`config.mk`:
```
export PLATFORM = sky130hd
export DESIGN_NAME = ps2_kb_writer
export DESIGN_NICKNAME = d
export VERILOG_FILES = /design/src/rtl/kb_pkg.sv /design/src/rtl/ps2_rx_frame.sv /design/src/rtl/ps2_kb_writer.sv
export SDC_FILE = /design/constraint.sdc
export NUM_CORES = 1
export LEC_CHECK = 0
export ABC_AREA = 1
export BUFFER_PORTS_ARGS = -buffer_cell sky130_fd_sc_hd__buf_4
export CAP_MARGIN = 20
export CELL_PAD_IN_SITES_DETAIL_PLACEMENT = 1
export CELL_PAD_IN_SITES_GLOBAL_PLACEMENT = 2
export CORE_ASPECT_RATIO = 2
export CORE_MARGIN = 2
export CORE_UTILIZATION = 36
export CTS_BUF_LIST = sky130_fd_sc_hd__clkbuf_4
export DETAILED_ROUTE_END_ITERATION = 12
export HOLD_SLACK_MARGIN = 0.06
export PLACE_DENSITY_LB_ADDON = 0.2
export SYNTH_ARGS = -nofsm -noshare
export SYNTH_HDL_FRONTEND = slang
export SYNTH_HIERARCHICAL = 1
export SYNTH_SLANG_ARGS = --single-unit
export TNS_END_PERCENT = 100
```
`constraint.sdc`:
```
create_clock -name clk -period 3.3 [get_ports clk]
set_input_delay 0.66 -clock clk [delete_from_list [all_inputs] [get_ports clk]]
set_output_delay 0.66 -clock clk [all_outputs]
set_load 0.03 [all_outputs]
```
`src/rtl/kb_pkg.sv`:
```
// Shared types and constants for the PS/2 keyboard mailbox writer:
// frame FSM states, scan-code constants and event-word layout.
package kb_pkg;

    typedef enum logic [1:0] {
        ST_IDLE,
        ST_DATA,
        ST_PARITY,
        ST_STOP
    } frame_state_e;

    localparam logic [7:0] KB_PREFIX_EXT = 8'hE0;
    localparam logic [7:0] KB_PREFIX_BRK = 8'hF0;
    localparam logic [7:0] KB_LSHIFT     = 8'h12;
    localparam logic [7:0] KB_RSHIFT     = 8'h59;
    localparam logic [7:0] KB_CTRL       = 8'h14;

    localparam int EV_CODE_LSB  = 0;
    localparam int EV_EXT_BIT   = 8;
    localparam int EV_BRK_BIT   = 9;
    localparam int EV_SHIFT_BIT = 10;
    localparam int EV_CTRL_BIT  = 11;
    localparam int EV_SEQ_LSB   = 16;

    function automatic logic [31:0] kb_event_word(
        input logic [15:0] seq,
        input logic        ctrl,
        input logic        shift,
        input logic        brk,
        input logic        ext,
        input logic [7:0]  code
    );
        logic [31:0] w;
        w                      = '0;
        w[EV_CODE_LSB +: 8]    = code;
        w[EV_EXT_BIT]          = ext;
        w[EV_BRK_BIT]          = brk;
        w[EV_SHIFT_BIT]        = shift;
        w[EV_CTRL_BIT]         = ctrl;
        w[EV_SEQ_LSB +: 16]    = seq;
        return w;
    endfunction

endpackage

```
`src/rtl/ps2_rx_frame.sv`:
```
// PS/2 receive framer: input synchronizers, falling-edge detect, 11-bit
// frame FSM with odd-parity/stop check and an inactivity timeout.
module ps2_rx_frame
    import kb_pkg::*;
#(
    parameter int TIMEOUT_CYCLES = 50000
) (
    input  logic       clk,
    input  logic       rst_n,
    input  logic       ps2_clk,
    input  logic       ps2_data,
    output logic       byte_valid,
    output logic [7:0] rx_byte,
    output logic       err
);

    localparam int TW = $clog2(TIMEOUT_CYCLES + 1);
    localparam logic [TW-1:0] TMO_MAX = TW'(TIMEOUT_CYCLES - 1);

    logic [1:0]    clk_sync_q, clk_sync_d;
    logic [1:0]    dat_sync_q, dat_sync_d;
    logic          clk_prev_q;
    frame_state_e  state_q, state_d;
    logic [2:0]    bit_cnt_q, bit_cnt_d;
    logic [7:0]    shreg_q, shreg_d;
    logic          par_q, par_d;
    logic [TW-1:0] tmo_q, tmo_d;

    logic fall;
    logic din;

    always_ff @(posedge clk or negedge rst_n) begin
        if (!rst_n) begin
            clk_sync_q <= '0;
            dat_sync_q <= '0;
            clk_prev_q <= 1'b0;
            state_q    <= ST_IDLE;
            bit_cnt_q  <= '0;
            shreg_q    <= '0;
            par_q      <= 1'b0;
            tmo_q      <= '0;
        end else begin
            clk_sync_q <= clk_sync_d;
            dat_sync_q <= dat_sync_d;
            clk_prev_q <= clk_sync_q[1];
            state_q    <= state_d;
            bit_cnt_q  <= bit_cnt_d;
            shreg_q    <= shreg_d;
            par_q      <= par_d;
            tmo_q      <= tmo_d;
        end
    end

    assign fall    = clk_prev_q & ~clk_sync_q[1];
    assign din     = dat_sync_q[1];
    assign rx_byte = shreg_q;

    always_comb begin
        clk_sync_d = {clk_sync_q[0], ps2_clk};
        dat_sync_d = {dat_sync_q[0], ps2_data};
        state_d    = state_q;
        bit_cnt_d  = bit_cnt_q;
        shreg_d    = shreg_q;
        par_d      = par_q;
        byte_valid = 1'b0;
        err        = 1'b0;
        // Saturating idle counter; an edge always clears it, so a timeout
        // can never be raised in the same cycle as an edge.
        if (fall)                tmo_d = '0;
        else if (tmo_q == TMO_MAX) tmo_d = tmo_q;
        else                     tmo_d = tmo_q + TW'(1);

        if (fall) begin
            case (state_q)
                ST_IDLE: begin
                    if (!din) begin
                        state_d   = ST_DATA;
                        bit_cnt_d = '0;
                    end
                end
                ST_DATA: begin
                    shreg_d   = {din, shreg_q[7:1]};
                    bit_cnt_d = bit_cnt_q + 3'd1;
                    if (bit_cnt_q == 3'd7) state_d = ST_PARITY;
                end
                ST_PARITY: begin
                    par_d   = din;
                    state_d = ST_STOP;
                end
                ST_STOP: begin
                    state_d = ST_IDLE;
                    if ((^{shreg_q, par_q}) && din) byte_valid = 1'b1;
                    else                            err        = 1'b1;
                end
                default: state_d = ST_IDLE;
            endcase
        end else if (state_q != ST_IDLE && tmo_q == TMO_MAX) begin
            state_d = ST_IDLE;
            err     = 1'b1;
        end
    end

endmodule

```
`src/rtl/ps2_kb_writer.sv`:
```
// PS/2 keyboard event producer for the kb_info mailbox: decodes E0/F0
// sequences, tracks shift/ctrl and writes sequenced event words.
// Optional auto-repeat suppression: define KB_TYPEMATIC_FILTER_EN.
module ps2_kb_writer
    import kb_pkg::*;
#(
    parameter logic [31:0] KB_INFO_BASE   = 32'h00500000,
    parameter int          TIMEOUT_CYCLES = 50000
) (
    input  logic        clk,
    input  logic        rst_n,
    input  logic        ps2_clk,
    input  logic        ps2_data,
    output logic [31:0] kb_wraddr,
    output logic [31:0] kb_wrdata,
    output logic        kb_we,
    output logic        frame_err
);

    logic       rx_valid;
    logic [7:0] rx_byte;
    logic       rx_err;

    ps2_rx_frame #(.TIMEOUT_CYCLES(TIMEOUT_CYCLES)) u_rx (
        .clk        (clk),
        .rst_n      (rst_n),
        .ps2_clk    (ps2_clk),
        .ps2_data   (ps2_data),
        .byte_valid (rx_valid),
        .rx_byte    (rx_byte),
        .err        (rx_err)
    );

    logic        ext_q, ext_d, brk_q, brk_d;
    logic        shift_q, shift_d, ctrl_q, ctrl_d;
    logic [15:0] seq_q, seq_d;
    logic [31:0] wrdata_q, wrdata_d;
    logic        we_q, we_d, ferr_q, ferr_d;
    logic        suppress;
`ifdef KB_TYPEMATIC_FILTER_EN
    logic        lm_valid_q, lm_valid_d, lm_ext_q, lm_ext_d;
    logic [7:0]  lm_code_q, lm_code_d;
    logic        lm_match;
`endif

    always_ff @(posedge clk or negedge rst_n) begin
        if (!rst_n) begin
            ext_q      <= 1'b0;
            brk_q      <= 1'b0;
            shift_q    <= 1'b0;
            ctrl_q     <= 1'b0;
            seq_q      <= '0;
            wrdata_q   <= '0;
            we_q       <= 1'b0;
            ferr_q     <= 1'b0;
`ifdef KB_TYPEMATIC_FILTER_EN
            lm_valid_q <= 1'b0;
            lm_ext_q   <= 1'b0;
            lm_code_q  <= '0;
`endif
        end else begin
            ext_q      <= ext_d;
            brk_q      <= brk_d;
            shift_q    <= shift_d;
            ctrl_q     <= ctrl_d;
            seq_q      <= seq_d;
            wrdata_q   <= wrdata_d;
            we_q       <= we_d;
            ferr_q     <= ferr_d;
`ifdef KB_TYPEMATIC_FILTER_EN
            lm_valid_q <= lm_valid_d;
            lm_ext_q   <= lm_ext_d;
            lm_code_q  <= lm_code_d;
`endif
        end
    end

    always_comb begin
        ext_d      = ext_q;
        brk_d      = brk_q;
        shift_d    = shift_q;
        ctrl_d     = ctrl_q;
        seq_d      = seq_q;
        wrdata_d   = wrdata_q;
        we_d       = 1'b0;
        ferr_d     = rx_err;
        suppress   = 1'b0;
`ifdef KB_TYPEMATIC_FILTER_EN
        lm_valid_d = lm_valid_q;
        lm_ext_d   = lm_ext_q;
        lm_code_d  = lm_code_q;
        lm_match   = lm_valid_q && (lm_ext_q == ext_q) && (lm_code_q == rx_byte);
`endif
        if (rx_err) begin
            ext_d = 1'b0;
            brk_d = 1'b0;
        end else if (rx_valid) begin
            if (rx_byte == KB_PREFIX_EXT) begin
                ext_d = 1'b1;
            end else if (rx_byte == KB_PREFIX_BRK) begin
                brk_d = 1'b1;
            end else begin
                if ((rx_byte == KB_LSHIFT || rx_byte == KB_RSHIFT) && !ext_q)
                    shift_d = !brk_q;
                if (rx_byte == KB_CTRL)
                    ctrl_d = !brk_q;
`ifdef KB_TYPEMATIC_FILTER_EN
                // Repeated makes of the held key are dropped; its break re-arms it.
                if (brk_q) begin
                    if (lm_match) lm_valid_d = 1'b0;
                end else if (lm_match) begin
                    suppress = 1'b1;
                end else begin
                    lm_valid_d = 1'b1;
                    lm_ext_d   = ext_q;
                    lm_code_d  = rx_byte;
                end
`endif
                if (!suppress) begin
                    seq_d    = seq_q + 16'd1;
                    we_d     = 1'b1;
                    wrdata_d = kb_event_word(seq_d, ctrl_d, shift_d, brk_q, ext_q, rx_byte);
                end
                ext_d = 1'b0;
                brk_d = 1'b0;
            end
        end
    end

    assign kb_wraddr = KB_INFO_BASE;
    assign kb_wrdata = wrdata_q;
    assign kb_we     = we_q;
    assign frame_err = ferr_q;

endmodule
```
**Word-level counts from Yosys, hierarchy flattened**

Index checks and enable logic that the tools add are counted.

- Output and inout port bits: 66
- Input port bits: 4
- Memory bits (read-only): 0
- Word-level logic and storage cells: 89
- Latch bits: 0
- Memories: 0
- Bits in writable memories: 0
- Register bits after elaboration: 85

- Shift-type cells: 0
- Add/sub/neg operators: 3
- Multiplexer cells: 30
- Magnitude comparators: 0
- Bitwise gates (word level): 5
- Multipliers: 0
- Equal/unequal tests: 16
- Divide/modulo/power cells: 0
- Reduce and logical (&&, ||, !) cells: 19

Operators with widths:

| operator | number |
|---|---|
| $add A16 B1 Y16 const B | 2 |
| $mux W16 | 2 |
| $mux W1 | 21 |
| $eq A16 B16 Y1 const B | 1 |
| $eq A8 B5 Y1 const B | 2 |
| $eq A8 B8 Y1 const B | 2 |
| $ne A3 B3 Y1 const B | 3 |
| $reduce_xor A9 Y1 | 1 |
| $eq A8 B7 Y1 const B | 1 |
| $mux W2 | 4 |
| $pmux W2 S4 | 1 |
| $reduce_and A2 Y1 | 4 |
| $reduce_bool A2 Y1 | 4 |
| $pmux W3 S2 | 1 |
| $reduce_and A3 Y1 | 2 |
| $eq A2 B2 Y1 const B | 2 |
| $ne A2 B2 Y1 const B | 2 |
| $not A1 Y1 | 4 |
| $reduce_and A4 Y1 | 1 |
| $add A3 B1 Y3 const B | 1 |
| $eq A3 B3 Y1 const B | 1 |
| $logic_and A1 B1 Y1 | 3 |
| $mux W3 | 1 |
| $eq A2 B1 Y1 const B | 1 |
| 5 further kinds | 6 |

**Logic depth before layout (Yosys ltp)**

Gate-level depths: netlist (run 1).

- Word-level depth: 7
- Depth in mapped cells: 16
- Depth with buffers taken out: 16

**Hierarchy**

Netlist (run 1), hierarchy kept.

Modules (own cells, without submodules):

| module | times used | sequential area each (µm²) | area an instance (µm²) | cells an instance |
|---|---|---|---|---|
| ps2_kb_writer | 1 | 800.8 | 1965.6 | 254 |
| ps2_rx_frame | 1 | 875.8 | 1875.5 | 224 |

**Worst setup path after synthesis (run 1)**

Ideal clock, no wire load.

- Path kind: flip-flop to flip-flop
- Start: register u_rx.shreg_q[4] (netlist: u_rx/rx_byte[4])
- End: register wrdata_q[11] (netlist: kb_wrdata[11])
- Library setup time: 0.123 ns
- Setup slack: 1.450 ns
- Cell stages (with the launch flop): 16
- Data required time: 3.177 ns
- Data arrival time: 1.727 ns
- Cells stage by stage: dfrtp_1 > inv_1 > nand2_1 > nand2_1 > nand2_1 > nand3_1 > nand2_1 > nand2_1 > nand3_1 > nor2_1 > inv_1 > nor2_2 > nand3_4 > buf_6 > o21ai_0 > nand2_1

- Elaborated cells on any way between the ends: 16
- Those cells by class: 3 x eq/ne; 7 x mux; 3 x bitwise; 3 x reduce/logical

RTL lines:

| item | line | source |
|---|---|---|
| start: declaration | ps2_rx_frame.sv:25 | `logic [7:0] shreg_q, shreg_d;` |
| start signal: assignment | ps2_rx_frame.sv:48 | `shreg_q <= shreg_d;` |
| $reduce_xor A9 Y1 | ps2_rx_frame.sv:92 | `if ((^{shreg_q, par_q}) && din) byte_valid = 1'b1;` |
| $logic_and A1 B1 Y1 | ps2_rx_frame.sv:92 |  |
| $mux W1 | ps2_rx_frame.sv:92 |  |
| $mux W1 | ps2_rx_frame.sv:74 | `case (state_q)` |
| $mux W1 | ps2_rx_frame.sv:73 | `if (fall) begin` |
| net rx_valid | ps2_kb_writer.sv:20 | `logic rx_valid;` |
| $reduce_and A4 Y1 (no line) | -- |  |
| end signal: assignment | ps2_kb_writer.sv:67 | `wrdata_q <= wrdata_d;` |
| end: declaration | ps2_kb_writer.sv:37 | `logic [31:0] wrdata_q, wrdata_d;` |

The timed path passes the listed nets, and every way through them passes these cells.
A chain may end at the register's enable or synchronous reset.

**Worst setup path in the final report (run 1)**

- Start: register u_rx.shreg_q[6] (netlist: u_rx/rx_byte[6])
- End: register seq_q[15]

- Elaborated cells on any way between the ends: 14
- Those cells by class: 2 x eq/ne; 6 x mux; 3 x bitwise; 3 x reduce/logical

RTL lines:

| item | line | source |
|---|---|---|
| $reduce_xor A9 Y1 | ps2_rx_frame.sv:92 |  |
| $logic_and A1 B1 Y1 | ps2_rx_frame.sv:92 |  |
| $mux W1 | ps2_rx_frame.sv:92 |  |
| $mux W1 | ps2_rx_frame.sv:74 |  |
| $mux W1 | ps2_rx_frame.sv:73 |  |
| net rx_valid | ps2_kb_writer.sv:20 |  |
| $reduce_and A4 Y1 (no line) | -- |  |
| end signal: assignment | ps2_kb_writer.sv:66 | `seq_q <= seq_d;` |
| end: declaration | ps2_kb_writer.sv:36 | `logic [15:0] seq_q, seq_d;` |

The timed path passes the listed nets, and every way through them passes these cells.

==> results.tsv, run 1 <==
stage	metric	value	unit
sta	clk_skew	12.9	ps
die	Die Wd	77.0	um
power_and_ir_drop	overall power	1.92	mW
setup_path	CP endpoint kind	flop	
finish	Register Area	1680	um^2
yosys	Yosys warning count	6	
power_and_ir_drop	LEAKAGE	2.03	nW
sta	worst rel slew slack	0.393	
setup_path	CP max stage delay	510	ps
sta	Worst Max-Slew Pin Slew	911	ps
setup_path	Critical Path RT	3640	ps
yosys	XOR/XNOR Fraction of Synth Area	0.0365	
clock_network	post-CTS setup buffer count	0	
clock_network	clock latency on the worst-skew pair	430	ps
yosys	main combinational cell family by area after synthesis	simple AND/OR/NAND/NOR gates	
drt	Antenna Violating Nets Remaining	0	
finish	area grow syn2layout	8.63	%
power_and_ir_drop	VDD IR-drop max	201	uV
setup_path	crit path kind	reg -> reg	
sta	Final Hold Fails	0	
yosys	Post-Synth Simple-Gate Area	0.275	
power_and_ir_drop	PD cells	460	nW/um^2
drt	Vias	2993	
sta	Slew Limit Fails	0	
global_route	pin count of the biggest net entering global routing	68	
placed_design	gpl congestion	0.812	
global_route	Total GRT Usage	0.165	
drt	DRC violation total after the first TritonRoute iteration	76	
global_route	global-route wire length before repair	14.9	mm
die	Initial Utilization	0.367	
drt	M1 WL	3.49	mm
die	Die Y	150	um
clock_network	CTS H-tree lvls	3	
setup_path	reg-to-reg slack, setup	850	ps
yosys	area share of fa/ha/maj cells after synthesis	0.0261	
clock_network	clock sink count	67	
finish	commonest non-fill, non-tap cells in the layout	nand2_1 (135), dfrtp_1 (67), inv_1 (46)	
setup_path	crit-path cells	inv_1, nand2_1, nand2_1, nand2_1, nand3_1, nand3_1, nand3_1, nor2_1, inv_1, nor2_2, inv_1, nor2_2, nand2_1, nand2_1, nand2_1	
clock_network	CTS Hold Bufs	0	
drt	Total Routed Length	8.90	mm
drt	Vias/cell	4.58	
setup_path	FF-to-FF path depth	15	
clock_network	CTS Buf Count	9	
sta	Tcrit/Tclk final	0.743	
drt	top sig layer	met4	
finish	layout cells sized above 1	0.157	
clock_network	CTS tree	done	
global_route	vias in the first global route	3129	
yosys	Seq cells post-synth	67	
setup_path	startpoint types	flop	
sta	setup_tns	0	ps
die	I/O pins	70	
setup_path	data arrival time of the worst path	2790	ps
yosys	post-synthesis compound-gate area fraction	0.0798	
sta	fin crit period	2450	ps
yosys	syn_area_per_cell	8.04	um^2
placed_design	DP HPWL	6.68	mm
drt	DR pass1 iterations	4	
run_status	outcome	completed	
yosys	multiplexer share of the synthesized area	0	
drt	DR WL met3	286	um
setup_path	crit-path most repeated cell	nand2_1	
yosys	synthesized instance count	478	
die	die area	11600	um^2
min_path	HP Class	in -> async	
drt	DRC	0	
finish	layout net count	523	
clock_network	clock root buffer	clkbuf_4	
yosys	Post-Syn Area	3840	um^2
sta	final setup fails	0	
finish	leading cell type in the layout, fill and taps excluded	nand2_1	
drt	met2 routed WL	4.93	mm
clock_network	Worst-path clk slew	120	ps
yosys	Netlist cell types	33	
yosys	sequential share of the synthesized area	0.436	
clock_network	Max Buffers Root-to-Sink	2	
setup_path	Slowest-stage cell, CP	dfrtp_1	
sta	RSZ-0062 raised after global routing	no	
drt	drt wl/cell	13.6	um
placed_design	port buffer count	33	
global_route	initial antenna violation count	1	
die	core area	10500	um^2
flow_run	MaxCap Viol Count	0	
sta	fmax	408	MHz
finish	Multi-input gate area	1740	um^2
finish	filler instances	1341	
global_route	final global-route overflow total	0	
die	# rows	53	
clock_network	CTS resizes	0	
setup_path	Crit Path Max Fanout	13	
==> per-layer routing <==
layer / vias up / global-route usage
met3: 12 / 0.0277
met4: 0 / 0.0830
li1: 1491 / -
met5: - / 0
met1: 1441 / 0.164
met2: 49 / 0.322
==> cells in the mapped netlist (all sizes together) <==
library cell / n / area [um^2]
o31ai: 2 / 15.0
nor2: 49 / 245
a31oi: 2 / 12.5
nor3: 7 / 45.0
xor2: 5 / 43.8
nand3: 23 / 138
nand4: 5 / 31.3
ha: 8 / 100
o21a: 1 / 7.51
nand3b: 2 / 15.0
inv: 55 / 209
dfrtp: 67 / 1680
nand2: 144 / 583
xnor2: 11 / 96.3
a32o: 2 / 20.0
a21oi: 10 / 50.1
buf: 45 / 344
conb: 2 / 7.51
o21ai: 38 / 201
==> path summary, 6_finish.rpt <==
| kind | startpoint | to |
|---|---|---|
| max in group asynchronous | rst_n | seq_q[11]$_DFFE_PN0P_ |
| setup reg to reg | u_rx/rx_byte[6]$_DFFE_PN0P_ | seq_q[15]$_DFFE_PN0P_ |
| hold reg to reg | u_rx/dat_sync_q[0]$_DFF_PN0_ | u_rx/dat_sync_q[1]$_DFF_PN0_ |
| hold / removal | rst_n | kb_wrdata[3]$_DFFE_PN0P_ |
| min in group clk | ps2_clk | u_rx/clk_sync_q[0]$_DFF_PN0_ |
| setup / recovery | u_rx/rx_byte[6]$_DFFE_PN0P_ | seq_q[15]$_DFFE_PN0P_ |
==> kinds of logic after synthesis <==
logic type               count (synthesis)
flip-flops                              67
adder cells (fa/ha/maj)                  8
other                                    2
buffers and inverters                  100
AND/OR/NAND/NOR                        230
AO/OA/AOI/OAI                           55
XOR/XNOR                                16
==> flip-flops by register name, indices dropped and copies added, names as in the netlist <==
name and cells:
seq_q 16, u_rx/tmo_q 16, kb_wrdata 12, u_rx/rx_byte 8
u_rx/bit_cnt_q 3, u_rx/clk_sync_q 2, u_rx/dat_sync_q 2, u_rx/state_q 2
brk_q 1, ext_q 1, frame_err 1, kb_we 1
u_rx/clk_prev_q 1, u_rx/par_q 1
==> through the flow <==
stage	hold slack (ps)	cell area, um^2	cells	util	setup slack, ps
3_5_place_dp	336	4040	637	0.386	814
4_1_cts	299	4170	653	0.398	781
3_3_place_gp	333	4040	637	0.386	936
5_1_grt	306	4170	654	0.398	437
2_1_floorplan	331	3970	512	-	1450
6_report	328	4170	654	0.398	848
==> report_power, final <==
part	internal [mW]	leakage (nW)	total, mW	switching [mW]
logic	0.128	1.05	0.413	0.285
clock network	0.221	0.0682	0.532	0.311
registers	0.883	0.915	0.974	0.0913
==> worst max-delay path: cells and delay by family (launching register included) <==
family                 cells  cell delay, ps
buffers and inverters      3             320
flip-flops                 1             510
AND/OR/NAND/NOR           12            1520
==> area by class of cell <==
cell class / count / share of cell area
Tap cell: 137 / 0.0411
Clock buffer: 9 / 0.0162
Clock inverter: 7 / 0.0141
Antenna cell: 1 / 0.000600
Inverter: 55 / 0.0501
Timing Repair Buffer: 33 / 0.0594
Sequential cell: 67 / 0.402
Multi-Input combinational cell: 345 / 0.417
(Power assumes the default switching activity.)
==> run 2: changes to the inputs <==
--- a/config.mk
+++ b/config.mk
@@ -12,7 +12,7 @@
 export CELL_PAD_IN_SITES_GLOBAL_PLACEMENT = 2
 export CORE_ASPECT_RATIO = 2
 export CORE_MARGIN = 2
-export CORE_UTILIZATION = 36
+export CORE_UTILIZATION = 30
 export CTS_BUF_LIST = sky130_fd_sc_hd__clkbuf_4
 export DETAILED_ROUTE_END_ITERATION = 12
 export HOLD_SLACK_MARGIN = 0.06
==> constraint.sdc (replaced) <==
create_clock -name clk -period 1.95 [get_ports clk]
set_input_delay 0.39 -clock clk [delete_from_list [all_inputs] [get_ports clk]]
set_output_delay 0.39 -clock clk [all_outputs]
set_load 0.03 [all_outputs]
==> run 2 against run 1 <==
Against the previous run:
- the run now ends with setup timing left
- critical endpoint is now seq_q[7]$_DFFE_PN0P_
- worst setup slack got worse by 880 ps
- clock power grew 77%
- first-iteration DRC count is 34% lower
- combinational power up 130%
- core utilization decreased by 2.3 points
- sequential cell count unchanged
==> results.tsv, run 2 (same netlist as run 1, synthesis figures left out) <==
stage	metric	value	unit	change
run_status	outcome	finished, violations left		was completed
run_status	failing checks	setup timing		
die	I/O pins	70		unchanged
min_path	HP Class	reg -> reg		was in -> async
clock_network	CTS tree	done		unchanged
sta	clk_skew	20.1	ps	was 12.9 ps
finish	filler instances	1579		was 1,341
clock_network	clock root buffer	clkbuf_4		unchanged
setup_path	CP endpoint kind	flop		unchanged
global_route	global-route wire length before repair	16.5	mm	was 14.9 mm
sta	RSZ-0062 raised after global routing	yes		was no
finish	Register Area	1680	um^2	about the same
placed_design	Placed Area	4330	um^2	was 4040 um^2
clock_network	Max Buffers Root-to-Sink	2		unchanged
sta	fin crit period	1980	ps	was 2450 ps
global_route	grt met2 use	0.307		was 0.322
placed_design	gpl congestion	0.734		was 0.812
setup_path	crit path kind	reg -> reg		unchanged
setup_path	data arrival time of the worst path	2300	ps	was 2790 ps
placed_design	DP HPWL	7.67	mm	was 6.68 mm
power_and_ir_drop	PD cells	747	nW/um^2	was 460 nW/um^2
drt	Vias	3185		was 2,993
setup_path	CP endpoint	seq_q[7]$_DFFE_PN0P_		was seq_q[15]$_DFFE_PN0P_
clock_network	clock latency on the worst-skew pair	430	ps	about the same
flow_run	MaxCap Viol Count	0		unchanged
global_route	met3 GRT Util	0.0317		was 0.0277
finish	layout cells sized above 1	0.274		was 0.157
finish	layout net count	565		was 523
sta	Hold Slack	371	ps	was 328 ps
setup_path	startpoint types	flop		unchanged
sta	setup_tns	-82.8	ps	was 0 ps
setup_path	CP Launch Point	u_rx/par_q$_DFFE_PN0P_		was u_rx/rx_byte[6]$_DFFE_PN0P_
setup_path	Critical Path RT	2270	ps	was 3640 ps
die	Die Wd	84.0	um	was 77.0 um
global_route	vias in the first global route	3467		was 3,129
global_route	pin count of the biggest net entering global routing	32		was 68
clock_network	CTS Buf Count	9		unchanged
power_and_ir_drop	LEAKAGE	2.29	nW	was 2.03 nW
setup_path	Reg-to-Reg Start	u_rx/par_q$_DFFE_PN0P_		was u_rx/rx_byte[6]$_DFFE_PN0P_
drt	DRC	0		unchanged
setup_path	reg-to-reg slack, setup	-30	ps	was 850 ps
drt	DR pass1 iterations	4		unchanged
drt	Vias/cell	4.49		was 4.58
die	Initial Utilization	0.306		was 0.367
global_route	met1 usage	0.146		was 0.164
placed_design	post-place setup slack	-120	ps	was 814 ps
finish	Layout Utilization	0.375		was 0.398
finish	leading cell type in the layout, fill and taps excluded	nand2_1		unchanged
finish	post-route design area	4710	um^2	was 4170 um^2
finish	area grow syn2layout	22.6	%	was 8.63%
drt	drt wl/cell	14.1	um	was 13.6 um
global_route	initial antenna violation count	1		unchanged
drt	DRC violation total after the first TritonRoute iteration	50		was 76
clock_network	clock sink count	67		unchanged
setup_path	Crit Path Max Fanout	8		was 13
clock_network	CTS H-tree lvls	3		unchanged
die	die area	13800	um^2	was 11,600 um^2
power_and_ir_drop	VDD IR-drop max	362	uV	was 201 uV
die	Die Y	164	um	was 150 um
finish	commonest non-fill, non-tap cells in the layout	nand2_1 (124), dfrtp_1 (66), buf_4 (65)		was nand2_1 (135), dfrtp_1 (67), inv_1 (46)
global_route	Total GRT Usage	0.153		was 0.165
drt	Total Routed Length	9.98	mm	was 8.90 mm
die	# rows	58		was 53
clock_network	Worst-path clk slew	120	ps	about the same
sta	Slew Limit Fails	0		unchanged
setup_path	RR Endpoint	seq_q[7]$_DFFE_PN0P_		was seq_q[15]$_DFFE_PN0P_
placed_design	port buffer count	33		unchanged
sta	Final Hold Fails	0		unchanged
sta	final setup fails	7		was 0
sta	setup slack after layout	-31.0	ps	was 848 ps
die	core area	12600	um^2	was 10,500 um^2
setup_path	FF-to-FF path depth	13		was 15
global_route	final global-route overflow total	0		unchanged
sta	Tcrit/Tclk final	1.02		was 0.743
finish	Multi-input gate area	1850	um^2	was 1740 um^2
drt	Antenna Violating Nets Remaining	0		unchanged
sta	fmax	505	MHz	was 408 MHz
global_route	global route hottest layer	met2		unchanged
run 2: how the worst min path moves through the flow:
stage	cells after the start	slack [ps]	end	from
CTS	0	370	u_rx/clk_sync_q[1]$_DFF_PN0_	u_rx/clk_sync_q[0]$_DFF_PN0_
finish	0	370	u_rx/dat_sync_q[1]$_DFF_PN0_	u_rx/dat_sync_q[0]$_DFF_PN0_
detailed placement	0	340	u_rx/clk_sync_q[1]$_DFF_PN0_	u_rx/clk_sync_q[0]$_DFF_PN0_
global route	0	380	u_rx/dat_sync_q[1]$_DFF_PN0_	u_rx/dat_sync_q[0]$_DFF_PN0_
floorplan	0	90	brk_q$_DFFE_PN0P_	rst_n
global placement	0	330	u_rx/dat_sync_q[1]$_DFF_PN0_	u_rx/dat_sync_q[0]$_DFF_PN0_
run 2: metal layers:
layer  vias to the layer above  wire length [um]
met5                         -                 0
met4                         0               235
met3                        11               270
met2                        47              5910
met1                      1553              3560
li1                       1574                 -
run 2: power by group:
part,internal [mW],switching (mW),leakage (nW)
Sequential,1.50,0.124,0.913
Combinational,0.374,0.584,1.31
Clock,0.383,0.557,0.0632
run 2: layout make-up:
type,instances,share of cell area
clock buffer,9,0.0143
clock inverter,7,0.0146
antenna,1,0.000531
tap,150,0.0399
timing repair buffer,75,0.137
multi-input combinational,345,0.393
inverter,55,0.0444
sequential,67,0.356
run 2: worst max-delay path, cell delays in order (launching register included):
cell	delay [ps]
dfrtp_1	460
xnor2_1	190
nand2_1	70
nand2_1	100
inv_1	50
nand2_1	70
nand3_2	110
nand2_2	90
nand2_2	70
nor2_4	150
nand3_4	160
clkbuf_16	210
o21ai_2	100
nand2_1	50
run 2: metrics by stage:
step / cells / power (mW)
after floorplan: 512 / 2.24
after global routing: 709 / 3.76
final: 709 / 3.52
after global placement: 681 / 2.48
after CTS: 708 / 3.54
after detailed placement: 681 / 2.51
run 2: timing repair:
action / CTS / global route
pin swaps: 6 / 10
gates cloned: 1 / 1
setup endpoints to repair: 28 / 30
setup buffers: 7 / 0
hold endpoints to repair: 30 / 0
gates resized for setup: 21 / 21
hold buffers: 3 / 0
